File: config.mk
export PLATFORM = sky130hd
export DESIGN_NAME = game_sequencer
export DESIGN_NICKNAME = d
export VERILOG_FILES = /design/src/rtl/game_pkg.sv /design/src/rtl/game_sequencer_btn_edge.sv /design/src/rtl/game_sequencer.sv
export SDC_FILE = /design/constraint.sdc
export NUM_CORES = 1
export LEC_CHECK = 0
export CAP_MARGIN = 20
export CORE_MARGIN = 1.5
export CORE_UTILIZATION = 59
export CTS_BUF_LIST = sky130_fd_sc_hd__clkbuf_4
export CTS_CLUSTER_DIAMETER = 150
export DETAILED_ROUTE_END_ITERATION = 12
export DONT_BUFFER_PORTS = 1
export GPL_TIMING_DRIVEN = 1
export PLACE_DENSITY = 0.84
export SLEW_MARGIN = 20
export SYNTH_ARGS = -nofsm -noshare
export SYNTH_HDL_FRONTEND = slang
export SYNTH_HIERARCHICAL = 1
export SYNTH_SLANG_ARGS = --single-unit
File: constraint.sdc
create_clock -name CLOCK_50 -period 2.08 [get_ports CLOCK_50]
set_input_delay 0.104 -clock CLOCK_50 [delete_from_list [all_inputs] [get_ports CLOCK_50]]
set_output_delay 0.104 -clock CLOCK_50 [all_outputs]
set_load 0.01 [all_outputs]
File: src/rtl/game_pkg.sv
// Shared types and defaults for the piano-tiles round sequencer.
package game_pkg;

    localparam int FRAME_W = 8;
    localparam int HOLD_W  = 4;

    localparam int DEF_BEAT_CYCLES = 50000000;
    localparam int DEF_SONG_LEN    = 52;

    typedef enum logic [2:0] {
        S_IDLE      = 3'd0,
        S_COUNTDOWN = 3'd1,
        S_PLAY      = 3'd2,
        S_PAUSE     = 3'd3,
        S_DONE      = 3'd4
    } state_t;

endpackage

File: src/rtl/game_sequencer_btn_edge.sv
// Two-flop synchroniser plus rising-edge detect for a raw button level.
module btn_edge (
    input  logic clk,
    input  logic rst_n,
    input  logic btn,
    output logic pulse
);

    logic [2:0] sh;

    // Chain resets high so a button held through reset needs a fresh press.
    always_ff @(posedge clk or negedge rst_n) begin
        if (!rst_n) sh <= 3'b111;
        else        sh <= {sh[1:0], btn};
    end

    assign pulse = sh[1] & ~sh[2];

endmodule

File: src/rtl/game_sequencer.sv
// Round controller: buttons, beat divider, frame advance, hit/miss strobes.
// Define SONG_LOOP_EN to wrap the song to frame 0 instead of ending in DONE.
module game_sequencer
    import game_pkg::*;
#(
    parameter int BEAT_CYCLES     = DEF_BEAT_CYCLES,
    parameter int SONG_LEN        = DEF_SONG_LEN,
    parameter int COUNTDOWN_BEATS = 3
) (
    input  logic               CLOCK_50,
    input  logic               reset_n,
    input  logic               start_btn,
    input  logic               pause_btn,
    input  logic [HOLD_W-1:0]  hold_length,
    input  logic               correct_key_pressed,
    output logic [FRAME_W-1:0] game_frame,
    output logic               beat,
    output logic               frame_adv,
    output logic               hit_pulse,
    output logic               miss_pulse,
    output logic [HOLD_W-1:0]  hold_remaining,
    output logic [2:0]         state
);

    localparam int DIV_W = $clog2(BEAT_CYCLES);
    localparam int CD_W  = $clog2(COUNTDOWN_BEATS + 1);

    localparam logic [DIV_W-1:0]   DIV_TOP  = DIV_W'(BEAT_CYCLES - 1);
    localparam logic [CD_W-1:0]    CD_LOAD  = CD_W'(COUNTDOWN_BEATS);
    localparam logic [FRAME_W-1:0] LAST_FRM = FRAME_W'(SONG_LEN - 1);

    logic start_req;
    logic pause_req;

    btn_edge u_start (
        .clk   (CLOCK_50),
        .rst_n (reset_n),
        .btn   (start_btn),
        .pulse (start_req)
    );

    btn_edge u_pause (
        .clk   (CLOCK_50),
        .rst_n (reset_n),
        .btn   (pause_btn),
        .pulse (pause_req)
    );

    state_t            st;
    state_t            resume;
    logic [DIV_W-1:0]  div;
    logic [CD_W-1:0]   cd_cnt;
    logic              latch;
    logic              tick;
    logic              hit;
    logic [HOLD_W-1:0] hold_min1;

    assign tick      = (div == DIV_TOP);
    assign hit       = latch | correct_key_pressed;
    assign hold_min1 = (hold_length == '0) ? HOLD_W'(1) : hold_length;
    assign state     = st;

    always_ff @(posedge CLOCK_50 or negedge reset_n) begin
        if (!reset_n) begin
            st             <= S_IDLE;
            resume         <= S_COUNTDOWN;
            div            <= '0;
            cd_cnt         <= '0;
            latch          <= 1'b0;
            game_frame     <= '0;
            hold_remaining <= '0;
            beat           <= 1'b0;
            frame_adv      <= 1'b0;
            hit_pulse      <= 1'b0;
            miss_pulse     <= 1'b0;
        end else begin
            beat       <= 1'b0;
            frame_adv  <= 1'b0;
            hit_pulse  <= 1'b0;
            miss_pulse <= 1'b0;
            unique case (st)
                S_IDLE, S_DONE: begin
                    div <= '0;
                    if (start_req) begin
                        st         <= S_COUNTDOWN;
                        cd_cnt     <= CD_LOAD;
                        game_frame <= '0;
                    end
                end
                S_COUNTDOWN: begin
                    if (pause_req) begin
                        st     <= S_PAUSE;
                        resume <= S_COUNTDOWN;
                    end else if (tick) begin
                        div    <= '0;
                        beat   <= 1'b1;
                        cd_cnt <= cd_cnt - CD_W'(1);
                        if (cd_cnt == CD_W'(1)) begin
                            st             <= S_PLAY;
                            hold_remaining <= hold_min1;
                            latch          <= 1'b0;
                        end
                    end else begin
                        div <= div + DIV_W'(1);
                    end
                end
                S_PLAY: begin
                    // hold_length now reflects the frame just entered.
                    if (frame_adv) hold_remaining <= hold_min1;
                    if (correct_key_pressed) latch <= 1'b1;
                    if (pause_req) begin
                        st     <= S_PAUSE;
                        resume <= S_PLAY;
                    end else if (tick) begin
                        div            <= '0;
                        beat           <= 1'b1;
                        hit_pulse      <= hit;
                        miss_pulse     <= ~hit;
                        latch          <= 1'b0;
                        hold_remaining <= hold_remaining - HOLD_W'(1);
                        if (hold_remaining <= HOLD_W'(1)) begin
                            if (game_frame == LAST_FRM) begin
`ifdef SONG_LOOP_EN
                                game_frame <= '0;
                                frame_adv  <= 1'b1;
`else
                                st <= S_DONE;
`endif
                            end else begin
                                game_frame <= game_frame + FRAME_W'(1);
                                frame_adv  <= 1'b1;
                            end
                        end
                    end else begin
                        div <= div + DIV_W'(1);
                    end
                end
                S_PAUSE: begin
                    if (pause_req) st <= resume;
                end
                default: st <= S_IDLE;
            endcase
        end
    end

endmodule

==> key figures, run 1 <==
Outcome
  – Outcome: finished with violations
  – Violated checks: setup timing

Routing
  – DRC viols: 0
  – DR vias/cell: 6.238
  – First DRT Iteration DRCs: 305
  – Antenna viol nets, final: 0
  – Pre-antenna DRT Iters: 5
  – DR vias: roughly 2900
  – Post-Route WL: 7.864 mm
  – DR WL/cell: 17.02 um

Synth
  – Mapped cell area: 3089 um^2
  – Largest cells by area after synthesis: dfrtp_1, dfstp_2, nand2_1
  – Post-synth EDFFs: 0
  – Cell variety after synth: 53
  – Synthesized Nets: 346
  – FFs w/ async S/R, synth: 100.0%
  – FF+latch count, synth: 56
  – Post-synth top area share: 39.69%
  – Cells after synthesis: 332
  – Ys flop type: dfrtp_1
  – Sequential share of the synthesized area: 45.65%
  – Average size of a mapped cell: between 9 and 10 um^2
  – Synth warnings: 6
  – Post-synth top area cell: dfrtp_1

Setup path
  – Slowest CP cell: dfrtp_1
  – Cells along the critical path: or3_1 -> or3_1 -> and3_1 -> buf_4 -> a31oi_2 -> o21ai_0 -> o31ai_1
  – Slowest Stage Delay on Critical Path: 0.42 ns
  – Arr. time, crit path: 2.43 ns
  – Most used cell along the critical path: or3_1
  – Crit path kind: reg2reg
  – CP Capture Type: flip-flop
  – Worst Path Required: 2.38 ns
  – R2R setup slack: -0.05 ns
  – CP max FO: 6
  – CP Launch Type: flip-flop

Cells and area
  – Final cell utilization of the core: 74.80%
  – Commonest cells after routing, fill and taps aside: buf_4, dfrtp_1, nand2_1, nor2_1, nand3_1
  – Final nets: between 400 and 500
  – Synth-to-layout area growth: 22.88%
  – Share of layout cells above drive strength 1: 27.04%
  – Post-route design area: 3796 um^2
  – Antenna cells: 0
  – Most common cell after layout, fill and taps aside: buf_4
  – Fillers: 317

Clock tree
  – Clk Latency, worst-skew pair: 0.39 ns
  – Max clock buf depth: 2
  – H-tree depth: 2
  – CTS root buf: clkbuf_4
  – CTS Buf Count: 5
  – Clock tree sinks: 56
  – CTS tree: done
  – Clk slew on worst S/H paths: roughly 0.16 ns

Worst hold path
  – Hold WC Path Type: in2reg

Timing
  – Slew Limit Fails: 0
  – Post-route worst setup slack: -0.04574 ns
  – Hold_ws: 0.09063 ns
  – Final Hold Fails: 0
  – Fin crit share: 102.2%
  – Setup TNS: -0.1149 ns
  – RSZ-0062 raised after global routing: yes
  – Final setup vio count: 5
  – Setup Skew: around 0.018 ns
  – Fmax: 470.4 MHz
  – Worst-Margin Slew: 0.5447 ns
  – Relative slew slack: 63.49%
  – Tmin final: 2.126 ns

Pwr
  – Power per Cell Area: 682.8 nW/um^2
  – Design Power: 2.592 mW
  – Leak Pwr: 1.689 nW
  – Peak supply drop: 0.0005641 V

Placement
  – Post-DP Area: approximately 3500 um^2
  – Buffers added on ports: 0
  – HPWL reported at the end of detailed placement: between 5 and 6 mm
  – Final GP Congestion: roughly 0.90

GRT
  – Total global-route track usage: 28.26%
  – First-pass GRT wire length: 12.18 mm
  – Initial antenna violation count: 0
  – Grt total ovfl: 0
  – Pin count of the biggest net entering global routing: 57
  – Number of global-route vias before repair: 2753

Floorplanning
  – Die width: 75.36 um
  – Core Footprint: 5075 um^2
  – Num rows: 26
  – DIE AREA: 5679 um^2
  – Die height: 75.36 um
  – I/O pin cnt: 28
  – Initial Util: 60.87%

Job
  – Max-cap viol count: 0
-- cell type report --
class                      instances  area [um^2]  share of cell area [%]
clock buffer                       5        37.54                  0.9888
multi-input combinational        259         1700                   44.79
inverter                           5        18.77                  0.4944
clock inverter                     2        12.51                  0.3296
sequential                        56         1410                   37.15
timing repair buffer              65        529.3                   13.94
tap                               70        87.58                   2.307
-- power by group --
| part | total (mW) | switching [mW] | leakage (nW) | internal (mW) |
|---|---|---|---|---|
| clock network | 0.454 | 0.330 | 0.0271 | 0.124 |
| logic | 0.865 | 0.513 | 0.955 | 0.352 |
| registers | 1.27 | 0.0900 | 0.707 | 1.18 |
-- routing by layer --
metal,vias up,share of wire (%),track usage [%]
li1,1321,-,-
met1,1381,40,34.87
met2,153,49,48.54
met3,27,7.6,5.820
met4,0,2.7,11.31
met5,-,0,0
-- worst paths after layout --
kind | start | end | cells after the start
max | game_frame[3] | game_frame[3] | 7
min | hold_length[3] | hold_remaining[3] | 4
max reg2reg | game_frame[3] | game_frame[3] | 7
min reg2reg | u_pause/sh[0] | u_pause/sh[1] | 0
max in group asynchronous | reset_n | u_start/sh[2] | 2
min in group asynchronous | reset_n | game_frame[2] | 2
-- critical path, delay by kind of cell, from the launching register on --
| family | cells | cell delay (ns) |
|---|---|---|
| AOI/OAI and AO/OA | 3 | 0.53 |
| buffers and inverters | 1 | 0.15 |
| DFF | 1 | 0.42 |
| and+or+nand+nor | 3 | 0.93 |
-- logic make-up after synthesis --
family / share of synthesized area (%)
compound gates: 12.52
xor+xnor: 5.103
fa+ha+maj: 2.025
buf+inv: 2.390
flops: 45.65
mux: 1.337
simple gates: 30.98
-- metrics by stage --
| step | setup slack, ns | std cells |
|---|---|---|
| 2_1_floorplan | 0.02419 | 332 |
| 3_3_place_gp | -0.04616 | 443 |
| 3_5_place_dp | -0.06602 | 443 |
| 4_1_cts | 0.009293 | 461 |
| 5_1_grt | -0.1765 | 462 |
| 6_report | -0.04574 | 462 |
-- sequential cells by signal (all words and copies together) (netlist names) --
register        flops
div                26
game_frame          8
hold_remaining      4
state               3
u_pause/sh          3
u_start/sh          3
cd_cnt              2
resume              2
beat                1
frame_adv           1
hit_pulse           1
latch               1
miss_pulse          1
-- cell usage after synthesis, types with 3 or more instances --
cell	instances
dfrtp_1	49
nand2_1	39
nor2_1	35
o21ai_0	21
nand3_1	19
a21oi_1	13
xor2_1	13
nor3_1	10
nand4_1	9
clkbuf_1	8
o31ai_1	8
a31oi_1	7
and3_1	7
dfstp_2	7
or3_1	7
and2_1	6
ha_1	5
inv_1	5
xnor2_1	5
and4_1	4
nand2b_1	4
nor4_1	4
mux2i_1	3
or4_1	3
-- repair_timing --
action / 4_1_cts / 5_1_grt
setup endpoints to repair: 8 / 22
setup buffers: 3 / 1
hold buffers: 8 / 0
resized for setup: 12 / 12
gates cloned: 0 / 0
pin swaps: 2 / 12
hold endpoints to repair: 64 / 0
Power figures use the tool's default switching activity.
==> run 2: changes to the inputs <==
--- a/config.mk
+++ b/config.mk
@@ -7,13 +7,14 @@
 export LEC_CHECK = 0
 export CAP_MARGIN = 20
 export CORE_MARGIN = 1.5
-export CORE_UTILIZATION = 59
+export CORE_UTILIZATION = 43
 export CTS_BUF_LIST = sky130_fd_sc_hd__clkbuf_4
 export CTS_CLUSTER_DIAMETER = 150
 export DETAILED_ROUTE_END_ITERATION = 12
 export DONT_BUFFER_PORTS = 1
 export GPL_TIMING_DRIVEN = 1
-export PLACE_DENSITY = 0.84
+export MAX_ROUTING_LAYER = met4
+export PLACE_DENSITY = 0.66
 export SLEW_MARGIN = 20
 export SYNTH_ARGS = -nofsm -noshare
 export SYNTH_HDL_FRONTEND = slang
==> run 2 against run 1 <==
The flow still finishes with violations (setup timing). Clock power grew 4%. Die area grew 36%. Maximum frequency shrank 0.79%. Setup slack lost 0.017 ns. Clock skew grew 0.0015 ns. Register-to-register slack lost 0.02 ns. Sequential power is essentially flat. Sequential cell count is the same. Core utilization shrank 17 points. Wire length grew 0.52%. Non-clock buffer count grew 15. Worst hold slack lost 0.053 ns. Critical path type unchanged.
==> key figures, run 2 (same netlist as run 1, synthesis figures left out) <==
Setup path
  – FF-to-FF Start: div[8]
  – Capture point of the worst reg-to-reg path: game_frame[5]
  – R2R setup slack: -0.06 ns (-0.02 ns)
  – CP Capture Type: flip-flop
  – Crit path kind: reg2reg
  – CP Launch Point: div[8]
  – Arr. time, crit path: 2.48 ns (+0.05 ns)
  – Worst Path Required: 2.42 ns (+0.04 ns)
  – CP Launch Type: flip-flop
  – R2R depth: 6 (-1)
  – CP max FO: 6 (unchanged)

Timing
  – Worst-Margin Slew: 0.8715 ns (+0.3268 ns)
  – Final Hold Fails: 0 (unchanged)
  – RSZ-0062 raised after global routing: yes
  – Tmin final: 2.143 ns (+0.01697 ns)
  – Hold_ws: 0.03731 ns (-0.05332 ns)
  – Post-route worst setup slack: -0.06270 ns (-0.01697 ns)
  – Setup Skew: 0.01935 ns (+0.001491 ns)
  – Fin crit share: 103.0% (+0.82 points)
  – Relative slew slack: 41.45% (-22 points)
  – Slew Limit Fails: 0 (unchanged)
  – Final setup vio count: 6 (+1)
  – Fmax: 466.7 MHz (-0.79%)

Routing
  – DR WL/cell: 15.72 um (-7.7%)
  – DR vias: 2767 (-4.0%)
  – Post-Route WL: 7.905 mm (+0.52%)
  – Antenna viol nets, final: 0 (unchanged)
  – Top routing layer in use: met4
  – DR vias/cell: 5.501 (-12%)
  – DRC viols: 0 (unchanged)
  – Met1 wire length: 3.575 mm (+13%)
  – First DRT Iteration DRCs: 214 (-30%)
  – DR WL met3: 352 um (-41%)
  – Pre-antenna DRT Iters: 6 (+1)
  – WL met2: 3.889 mm (about the same)

Floorplanning
  – Core Footprint: 6869 um^2 (+35%)
  – Num rows: 30 (+15%)
  – Die height: 87.76 um (+16%)
  – I/O pin cnt: 28 (unchanged)
  – DIE AREA: 7702 um^2 (+36%)
  – Die width: 87.76 um (+16%)
  – Initial Util: 44.97% (-16 points)

Pwr
  – Design Power: 2.716 mW (+4.8%)
  – Sequential fraction of design power: 46.0% (-3.1 points)
  – NetSw: 0.9727 mW (+4.2%)
  – Leak Pwr: 1.772 nW (+4.9%)
  – Pint: 1.743 mW (+5.1%)
  – Power per Cell Area: 682.0 nW/um^2 (-0.13%)
  – Switching Share: 35.81% (-0.20 points)
  – Clock share of power: 17.4% (about the same)
  – Peak supply drop: 0.0002840 V (-50%)
  – Share of total power in combinational logic: 36.6% (+3.2 points)

Cells and area
  – Largest registers: div (26), game_frame (8), hold_remaining (4)
  – Antenna cells: 0 (unchanged)
  – Commonest cells after routing, fill and taps aside: buf_4, dfrtp_1, nand2_1, nor2_1, nand3_1
  – Multi-input gate area: 1734 um^2 (+2.0%)
  – Share of layout cells above drive strength 1: 30.22% (+3.2 points)
  – Most common cell after layout, fill and taps aside: buf_4
  – Reg area: 1410 um^2 (unchanged)
  – Fillers: 584 (+84%)
  – Final nets: 421 (+3.7%)
  – Synth-to-layout area growth: 28.92%
  – Top reg by flops: div
  – Max reg flops: 26 (unchanged)

Outcome
  – Violated checks: setup timing
  – Outcome: finished with violations

GRT
  – Initial antenna violation count: 0 (unchanged)
  – Total global-route track usage: 22.27% (-6.0 points)
  – Number of global-route vias before repair: 2671 (-3.0%)
  – Grt total ovfl: 0 (unchanged)
  – Pin count of the biggest net entering global routing: 57 (unchanged)
  – First-pass GRT wire length: 12.94 mm (+6.2%)

Clock tree
  – CTS root buf: clkbuf_4
  – Clock tree sinks: 56 (unchanged)
  – CTS Buf Count: 5 (unchanged)
  – Clk slew on worst S/H paths: 0.16 ns (about the same)
  – H-tree depth: 2 (unchanged)
  – CTS tree: done
  – Clk Latency, worst-skew pair: 0.39 ns (about the same)
  – Max clock buf depth: 2 (unchanged)

Worst hold path
  – Hold path endpoint: hold_remaining[1]
  – Hold path startpoint: hold_length[1]
  – Hold WC Path Type: in2reg
  – Worst hold path cell count: 3 (-1)

Placement
  – Buffers added on ports: 0 (unchanged)
  – HPWL reported at the end of detailed placement: 5.465 mm (+5.4%)
  – Final GP Congestion: 0.8937 (-0.66%)

Job
  – Max-cap viol count: 0 (unchanged)
## run 2: cell count changes in the layout (fill, tap and decap cells not counted), sizes merged
| cell | previous run | this run |
|---|---|---|
| buf | 58 | 73 |
| clkbuf | 5 | 6 |
| clkinvlp | 1 | 0 |
## run 2: routing by layer
metal | up-vias | global-route usage [%]
met5 | - | -
met4 | 0 | 6.205
met3 | 9 | 3.770
met2 | 72 | 35.95
met1 | 1338 | 28.88
li1 | 1348 | -
## run 2: stage by stage
stage / instances / worst slack (ns) / util, % / setup TNS, ns / cell area, um^2
2_1_floorplan: 332 / 0.02419 / - / 0 / 3094
3_3_place_gp: 479 / -0.04317 / 52.88 / -0.1307 / 3632
3_5_place_dp: 479 / -0.05541 / 52.88 / -0.1814 / 3632
4_1_cts: 495 / -0.01046 / 55.90 / -0.01433 / 3840
5_1_grt: 503 / -0.1836 / 57.98 / -2.816 / 3983
6_report: 503 / -0.06270 / 57.98 / -0.1618 / 3983
## run 2: critical path: stages (launching register included)
cell     delay, ns
dfrtp_1       0.44
nor4b_4       0.36
nand4_4       0.17
nor3_4        0.30
nand3_4       0.14
or4_1         0.55
a21oi_2       0.13
## run 2: final cells by class
type	instances	share of cell area, %
Multi-Input combinational cell	259	43.54
Sequential cell	56	35.41
Timing Repair Buffer	80	16.31
Tap cell	96	3.016
Clock buffer	6	1.131
Inverter	5	0.4713
Clock inverter	1	0.1257
## run 2: worst max path at each step
| stage | endpoint | slack [ns] | depth (start not counted) |
|---|---|---|---|
| after floorplan | hold_remaining[0] | 0.02 | 6 |
| after global placement | game_frame[3] | -0.04 | 7 |
| after detailed placement | game_frame[4] | -0.06 | 7 |
| after CTS | game_frame[5] | -0.01 | 6 |
| after global routing | game_frame[5] | -0.18 | 6 |
| final | game_frame[5] | -0.06 | 6 |
## run 2: power groups by stage
stage | Clock, mW | Sequential [mW] | Combinational, mW
2_1_floorplan | 0 | 1.28 | 0.494
3_3_place_gp | 0 | 1.26 | 0.829
3_5_place_dp | 0 | 1.27 | 0.847
4_1_cts | 0.483 | 1.25 | 0.898
5_1_grt | 0.528 | 1.26 | 1.09
6_report | 0.473 | 1.25 | 0.994
## run 2: what timing repair did
action / in CTS / in global routing
buffers inserted: 1 / 8
pin swaps: 2 / 11
endpoints found under the hold margin: 64 / 0
resized for setup: 11 / 24
setup endpoints to repair: 12 / 22
hold buffers: 8 / 0
